--- config.mk ---
export PLATFORM = sky130hd
export DESIGN_NAME = mos6502s_push_sequencer
export DESIGN_NICKNAME = d
export VERILOG_FILES = /design/src/rtl/mos6502s_pkg.sv /design/src/rtl/mos6502s_push_sequencer.sv
export SDC_FILE = /design/constraint.sdc
export NUM_CORES = 1
export LEC_CHECK = 0
export CORE_ASPECT_RATIO = 1.75
export CORE_MARGIN = 5
export CORE_UTILIZATION = 40
export CTS_CLUSTER_DIAMETER = 50
export DETAILED_ROUTE_END_ITERATION = 8
export GPL_TIMING_DRIVEN = 0
export MAX_ROUTING_LAYER = met4
export PLACE_DENSITY = 0.81
export SKIP_LAST_GASP = 1
export SYNTH_ARGS = -nofsm -noshare
export SYNTH_HDL_FRONTEND = slang
export SYNTH_SLANG_ARGS = --single-unit
--- constraint.sdc ---
create_clock -name clk -period 1.4 [get_ports clk]
set_input_delay 0.14 -clock clk [delete_from_list [all_inputs] [get_ports clk]]
set_output_delay 0.14 -clock clk [all_outputs]
set_load 0.03 [all_outputs]
--- src/rtl/mos6502s_pkg.sv ---
// Shared definitions for the mos6502s core: push sequencer states, stack page
// and the interrupt/reset vector addresses that feed the PC sources.
package mos6502s_pkg;

    typedef enum logic [2:0] {
        IDLE,
        PUSH_HI,
        PUSH_LO,
        PUSH_P,
        DONE
    } push_state_t;

    localparam logic [7:0] STACK_PAGE_DEFAULT = 8'h01;

    localparam logic [15:0] VEC_NMI   = 16'hFFFA;
    localparam logic [15:0] VEC_RESET = 16'hFFFC;
    localparam logic [15:0] VEC_IRQ   = 16'hFFFE;

endpackage

--- src/rtl/mos6502s_push_sequencer.sv ---
// Stack push sequencer: writes PC high, PC low and optionally P to page STACK_PAGE.
// Optional macro MOS6502S_PUSH_RDY_EN enables rdy-driven write stalls.
module mos6502s_push_sequencer
    import mos6502s_pkg::*;
#(
    parameter logic [7:0] STACK_PAGE = STACK_PAGE_DEFAULT
) (
    input  logic        clk,
    input  logic        rst,
    input  logic        start,
    input  logic        push_status,
    input  logic [15:0] value_in,
    input  logic [7:0]  status_in,
    input  logic [7:0]  sp_in,
    input  logic        rdy,
    output logic [15:0] addr,
    output logic [7:0]  data_out,
    output logic        we,
    output logic        busy,
    output logic        done,
    output logic [7:0]  sp_out,
    output logic        sp_we
);

    push_state_t r_state, w_state_nxt;
    logic [15:0] r_value, w_value_nxt;
    logic [7:0]  r_status, w_status_nxt;
    logic        r_push_p, w_push_p_nxt;
    logic [7:0]  r_sp, w_sp_nxt;
    logic [15:0] r_addr, w_addr_nxt;
    logic [7:0]  r_data, w_data_nxt;
    logic        r_we, w_we_nxt;
    logic        r_busy, w_busy_nxt;
    logic        r_done, w_done_nxt;
    logic [7:0]  r_sp_out, w_sp_out_nxt;
    logic        r_sp_we, w_sp_we_nxt;
    logic [7:0]  w_sp_dec;
    logic        w_advance;

`ifdef MOS6502S_PUSH_RDY_EN
    assign w_advance = rdy;
`else
    logic w_unused_rdy;
    assign w_unused_rdy = rdy;
    assign w_advance    = 1'b1;
`endif

    assign w_sp_dec = r_sp - 8'd1;

    always_comb begin
        w_state_nxt  = r_state;
        w_value_nxt  = r_value;
        w_status_nxt = r_status;
        w_push_p_nxt = r_push_p;
        w_sp_nxt     = r_sp;
        w_addr_nxt   = r_addr;
        w_data_nxt   = r_data;
        w_we_nxt     = r_we;
        w_busy_nxt   = r_busy;
        w_done_nxt   = 1'b0;
        w_sp_out_nxt = r_sp_out;
        w_sp_we_nxt  = 1'b0;

        case (r_state)
            IDLE: begin
                w_we_nxt   = 1'b0;
                w_busy_nxt = 1'b0;
                if (start) begin
                    w_value_nxt  = value_in;
                    w_status_nxt = status_in;
                    w_push_p_nxt = push_status;
                    w_sp_nxt     = sp_in;
                    w_addr_nxt   = {STACK_PAGE, sp_in};
                    w_data_nxt   = value_in[15:8];
                    w_we_nxt     = 1'b1;
                    w_busy_nxt   = 1'b1;
                    w_state_nxt  = PUSH_HI;
                end
            end
            PUSH_HI: begin
                if (w_advance) begin
                    w_sp_nxt    = w_sp_dec;
                    w_addr_nxt  = {STACK_PAGE, w_sp_dec};
                    w_data_nxt  = r_value[7:0];
                    w_state_nxt = PUSH_LO;
                end
            end
            PUSH_LO: begin
                if (w_advance) begin
                    w_sp_nxt = w_sp_dec;
                    if (r_push_p) begin
                        w_addr_nxt  = {STACK_PAGE, w_sp_dec};
                        w_data_nxt  = r_status;
                        w_state_nxt = PUSH_P;
                    end else begin
                        w_we_nxt     = 1'b0;
                        w_done_nxt   = 1'b1;
                        w_sp_we_nxt  = 1'b1;
                        w_sp_out_nxt = w_sp_dec;
                        w_state_nxt  = DONE;
                    end
                end
            end
            PUSH_P: begin
                if (w_advance) begin
                    w_sp_nxt     = w_sp_dec;
                    w_we_nxt     = 1'b0;
                    w_done_nxt   = 1'b1;
                    w_sp_we_nxt  = 1'b1;
                    w_sp_out_nxt = w_sp_dec;
                    w_state_nxt  = DONE;
                end
            end
            DONE: begin
                // addr/data keep the last written values while idle
                w_busy_nxt  = 1'b0;
                w_state_nxt = IDLE;
            end
            default: begin
                w_we_nxt    = 1'b0;
                w_busy_nxt  = 1'b0;
                w_state_nxt = IDLE;
            end
        endcase
    end

    always_ff @(posedge clk) begin
        if (rst) begin
            r_state  <= IDLE;
            r_value  <= 16'h0000;
            r_status <= 8'h00;
            r_push_p <= 1'b0;
            r_sp     <= 8'h00;
            r_addr   <= 16'h0000;
            r_data   <= 8'h00;
            r_we     <= 1'b0;
            r_busy   <= 1'b0;
            r_done   <= 1'b0;
            r_sp_out <= 8'h00;
            r_sp_we  <= 1'b0;
        end else begin
            r_state  <= w_state_nxt;
            r_value  <= w_value_nxt;
            r_status <= w_status_nxt;
            r_push_p <= w_push_p_nxt;
            r_sp     <= w_sp_nxt;
            r_addr   <= w_addr_nxt;
            r_data   <= w_data_nxt;
            r_we     <= w_we_nxt;
            r_busy   <= w_busy_nxt;
            r_done   <= w_done_nxt;
            r_sp_out <= w_sp_out_nxt;
            r_sp_we  <= w_sp_we_nxt;
        end
    end

    assign addr     = r_addr;
    assign data_out = r_data;
    assign we       = r_we;
    assign busy     = r_busy;
    assign done     = r_done;
    assign sp_out   = r_sp_out;
    assign sp_we    = r_sp_we;

endmodule

Word level (Yosys, flattened, before mapping)
Index checks and enable logic that the tools add are counted.
- $add $sub $neg: 1
- $mul: 0
- div/mod/pow operators: 0
- $lt $le $gt $ge: 0
- equal/unequal tests: 7
- shifts and indexed selects: 0
- muxes and demuxes: 19
- bitwise operators: 1
- reductions and logical operators: 11
- operators by type and width (cell ; number):
    16-bit one-hot mux with 3 select lines ; 1
    16-bit two-way mux ; 2
    8-bit two-way mux ; 4
    8-bit one-hot mux with 2 select lines ; 2
    8-bit one-hot mux with 3 select lines ; 1
    3-bit one-hot mux with 4 select lines ; 1
    2-bit AND reduction ; 4
    8-bit by 1-bit subtractor with 8-bit output (second input constant) ; 1
    3-bit by 2-bit == test with 1-bit output (second input constant) ; 2
    3-bit two-way mux ; 2
    2-bit != test (second input constant) ; 3
    1-bit one-hot mux with 2 select lines ; 2
    2-bit nonzero test ; 2
    3-bit by 1-bit == test with 1-bit output (second input constant) ; 1
    3-bit == test (second input constant) ; 1
    3-bit logical NOT ; 1
    1-bit two-way mux ; 3
    1-bit one-hot mux with 3 select lines ; 1
    3-bit AND reduction ; 1
    3-bit nonzero test ; 1
    3-bit OR reduction ; 1
    2-bit OR reduction ; 1
    1-bit inverter ; 1
- bits in registers: 63
- latch bits: 0
- bits in writable memories: 0
- memory bits (read-only): 0
- input port bits: 37
- logic and storage cells: 50
- memories kept: 0

Logic depth before layout (Yosys ltp)
- depth after elaboration: 4
- depth in mapped cells: 7
- gate-level depth less buffers: 6

Least setup slack after synthesis
OpenSTA, ideal clock, no wires.
- path kind: reg-to-reg
- start: register r_sp[0]
- end: register r_sp[4]
- setup time: 0.128 ns
- arrival time: 1.390 ns
- slack: -0.117 ns
- cell stages (with the launch flop): 7
- buffers on the path: 0
- period minus slack after synthesis: 1.517 ns
- path through: dfxtp_1 inv_1 ha_1 nor3b_1 xor2_1 a222oi_1 nor2_1
- cells in the longest elaborated chain, start to end: 2
- RTL lines (element ; RTL line ; RTL):
    start, declared ; mos6502s_push_sequencer.sv:29 ; logic [7:0] r_sp, w_sp_nxt;
    start signal, assigned ; mos6502s_push_sequencer.sv:146 ; r_sp <= w_sp_nxt;
    8-bit by 1-bit subtractor with 8-bit output ; mos6502s_push_sequencer.sv:48 ; assign w_sp_dec = r_sp - 8'd1;
    8-bit one-hot mux with 2 select lines ; mos6502s_push_sequencer.sv:64 ; case (r_state)
Every way passes these cells.
A chain may end at the register's enable or synchronous reset.

Worst setup path in the final report
- start: register r_state[0]
- end: register r_data[6] (netlist: data_out[6])
- cells in the longest elaborated chain, start to end: 3
- RTL lines (element ; RTL line ; RTL):
    start, declared ; mos6502s_push_sequencer.sv:25 ; push_state_t r_state, w_state_nxt;
    start signal, assigned ; mos6502s_push_sequencer.sv:142 ; r_state <= w_state_nxt;
    3-bit by 2-bit == test with 1-bit output (tied with other cells) ; mos6502s_push_sequencer.sv:64 ;
    2-bit != test (no source line) / 3-bit nonzero test (equally long branches) ; - ;
    3-bit AND reduction (no source line) ; - ;
    end signal, assigned ; mos6502s_push_sequencer.sv:148 ; r_data <= w_data_nxt;
    end, declared ; mos6502s_push_sequencer.sv:31 ; logic [7:0] r_data, w_data_nxt;
Several ways; a longest one is shown, not always the timed one.

==> impl_metrics.env <==
export IMPL_outcome="complete, but fails checks"
export IMPL_failed_checks="negative setup slack"
export IMPL_finalHoldViolCount=0
export IMPL_synth_top_area_cell="dfxtp_1"
export IMPL_maxSlewViolCount=0
export IMPL_swShare_pct=36.6
export IMPL_antenna_left=0
export IMPL_cp_required_ns=1.66
export IMPL_path_cells="buf_6 > and2b_4 > o221a_4 > buf_8 > o221ai_2 > a21oi_2"
export IMPL_setup_viol_count_final=49
export IMPL_rsz0062_at_grt="true"
export IMPL_via_per_inst=5.71
export IMPL_pwr_share_comb_pct=38.3
export IMPL_r2r_setup_slack_ns=-0.22
export IMPL_async_flop_share_pct=0
export IMPL_dp_hpwl_mm=5.65
export IMPL_syn_inst=289
export IMPL_synth_top_cell_area_share_pct=45.3
export IMPL_clockPowerShare_pct=20.7
export IMPL_cp_slowest_stage_delay_ns=0.35
export IMPL_pre_cts_ws_ns=-0.416
export IMPL_diodes=0
export IMPL_synth_edf_count=0
export IMPL_yosysWarnings=0
export IMPL_wirelength_mm=9.18
export IMPL_vias=2688
export IMPL_wl_per_cell_um=19.5
export IMPL_tightest_slew_ns=0.713
export IMPL_synth_avg_cell_area_um2=8.55
export IMPL_hold_end="r_state[2]"
export IMPL_drt_initial_drc_count=271
export IMPL_cts_buffers=5
export IMPL_r2r_start="r_state[0]"
export IMPL_htree_levels=2
export IMPL_crit_path_max_fanout=6
export IMPL_grt_max_degree=20
export IMPL_clk_path_buf_depth=2
export IMPL_slowest_stage="dfxtp_2"
export IMPL_io_buffers=63
export IMPL_drtPass1Iterations=5
export IMPL_p_seq_share_pct=40.9
export IMPL_cellPowerDensity_nw_per_um2=1160
export IMPL_grt_pass1_vias=2539
export IMPL_cts_num_sinks=56
export IMPL_drc=0
export IMPL_critPathKind="flip-flop to flip-flop"
export IMPL_clk_latency_ns=0.33
export IMPL_yosysUniqueCellTypes=47
export IMPL_antenna_found_initial=0
export IMPL_min_path_type="input port to flip-flop"
export IMPL_cp_start_kind="flip-flop"
export IMPL_hold_ws_ns=0.146
export IMPL_vdd_ir_drop_max_mv=0.752
export IMPL_max_freq_mhz=619
export IMPL_ff2ff_path_depth=6
export IMPL_worst_hold_startpoint="rst"
export IMPL_core_area_um2=6130
export IMPL_min_path_cells=2
export IMPL_period_share_pct=115
export IMPL_root_buffer="clkbuf_8"
export IMPL_fin_setup_tns_ns=-4.73
export IMPL_track_usage_pct=20.2
export IMPL_cp_arrival_ns=1.88
export IMPL_start_util_pct=40.3
export IMPL_grt_overflow_total=0
export IMPL_slew_headroom_pct=52.5
export IMPL_die_area_um2=7920
export IMPL_maxCapViolCount=0
export IMPL_synth_yosys_seq_area_share_pct=45.3
export IMPL_critPathCaptureType="flip-flop"
export IMPL_area_growth_pct=61.7
export IMPL_die_height_um=114
export IMPL_die_width_um=69.4
export IMPL_internal_power_mw=2.93
export IMPL_fin_nets=428
export IMPL_grt_first_pass_wirelength_mm=12.4
export IMPL_period_needed_ns=1.62
export IMPL_row_count=38
export IMPL_place_congestion=0.920
export IMPL_synth_area_leaders="dfxtp_1 (45%), nand2_1 (7.3%), a21oi_1 (6.7%)"
export IMPL_drive_above_1_share_pct=32.0
export IMPL_yosys_most_used_dff="dfxtp_1"
export IMPL_synth_area_um2=2470
export IMPL_r2r_end="data_out[6]"
export IMPL_finalWorstSetupSlack_ns=-0.216
export IMPL_clock_skew_ns=0.0129
export IMPL_synth_seq_cells=56
export IMPL_cts_tree="built"
export IMPL_leakage_nw=1.62
export IMPL_switchingPower_mw=1.69
export IMPL_cts_reportedPaths_clkPinSlew_ns=0.11
export IMPL_io_pins=73
[power by group through the flow]
stage	registers [mW]	logic, mW	clock network (mW)
final	1.89	1.77	0.959
after global routing	1.90	1.87	1.02
after CTS	1.87	1.43	0.942
after detailed placement	1.91	1.32	0
after global placement	1.90	1.30	0
after floorplan	2.06	0.691	0
[flip-flops by register name (all words and copies together), names as in the netlist]
name	cells
r_sp	8
r_push_p	1
r_state	3
r_value	8
we	1
sp_we	1
busy	1
addr	9
sp_out	8
r_status	8
data_out	8
[how the worst max path moves through the flow]
stage / startpoint / to / slack (ns)
after floorplan: r_state[0] / addr[7] / -0.07
after global placement: start / r_status[5] / -0.39
after detailed placement: start / r_status[2] / -0.42
after CTS: r_sp[2] / r_sp[7] / -0.16
after global routing: r_state[0] / data_out[6] / -0.24
final: r_state[0] / data_out[6] / -0.22
[what timing repair did]
item | in CTS | in global routing
cloned | 3 | 4
gates resized for setup | 70 | 62
endpoints found under the setup margin | 81 | 53
hold buffers | 0 | 0
pin swaps | 16 | 23
buffers inserted | 9 | 13
[placed cells by master, fill, tap and decap left out, types with 3 or more instances in the layout]
master,instances
a211oi_1,4
a211oi_2,3
a21oi_1,23
a21oi_2,10
buf_2,3
buf_4,24
buf_6,12
buf_8,4
clkbuf_1,7
clkbuf_16,3
clkbuf_8,5
clkdlybuf4s50_1,33
conb_1,7
dfxtp_1,50
dfxtp_2,3
dfxtp_4,3
dlygate4sd2_1,29
inv_1,4
mux2i_1,3
nand2_1,39
nand2_2,4
nand2_4,5
nand3_1,4
nand4_1,3
nor2_1,18
nor2_4,3
nor3_1,3
nor4_1,3
o211ai_1,7
o221ai_2,9
o22a_1,8
o22ai_1,3
xnor2_1,3
xnor2_2,3
[layer usage]
layer	vias up	share of wire, %	track usage, %
li1	1212	-	-
met1	1271	33	19.2
met2	160	54	39.0
met3	45	6.7	4.14
met4	0	5.9	7.69
met5	-	0	-
[area by class of cell]
| type | count | area (um2) |
|---|---|---|
| buffer | 26 | 225 |
| clock buffer | 5 | 68.8 |
| clock inverter | 3 | 26.3 |
| fill | 475 | 2140 |
| inverter | 8 | 33.8 |
| multi-input combinational | 201 | 1500 |
| sequential | 56 | 1140 |
| tap | 80 | 100 |
| timing repair buffer | 92 | 903 |
[cell usage after synthesis, types with 3 or more instances]
master / count
clkbuf_1: 11
nand2_1: 48
a22oi_1: 3
nor2_1: 23
a211oi_1: 6
nand4_1: 3
o22ai_1: 3
o221ai_1: 9
xnor2_1: 6
nor4_1: 3
nand3_1: 6
inv_1: 7
o22a_1: 8
nor3_1: 4
buf_4: 10
mux2i_1: 3
dfxtp_1: 56
a21oi_1: 33
o211ai_1: 7
buf_2: 8
[worst max-delay path, delay by kind of cell (launching register included)]
family	cells	cell delay (ns)
flip-flops	1	0.35
buffers and inverters	2	0.29
AO/OA/AOI/OAI	3	0.61
AND/OR/NAND/NOR	1	0.30
[kinds of logic after synthesis]
logic type,share of synthesized area [%]
AO/OA/AOI/OAI,23.2
XOR/XNOR,2.83
adder cells (fa/ha/maj),0.506
buffers and inverters,8.00
flip-flops,45.3
multiplexers,1.21
other,0.152
AND/OR/NAND/NOR,18.7
[metrics by stage]
step	util, %	instance area [um2]	total power [mW]	cells
floorplan	-	2540	2.75	295
global placement	53.3	3270	3.20	438
detailed placement	53.3	3270	3.23	438
CTS	58.0	3560	4.24	454
global route	65.2	4000	4.79	471
finish	65.2	4000	4.62	471
No activity file was read; power rests on OpenSTA's default activity.
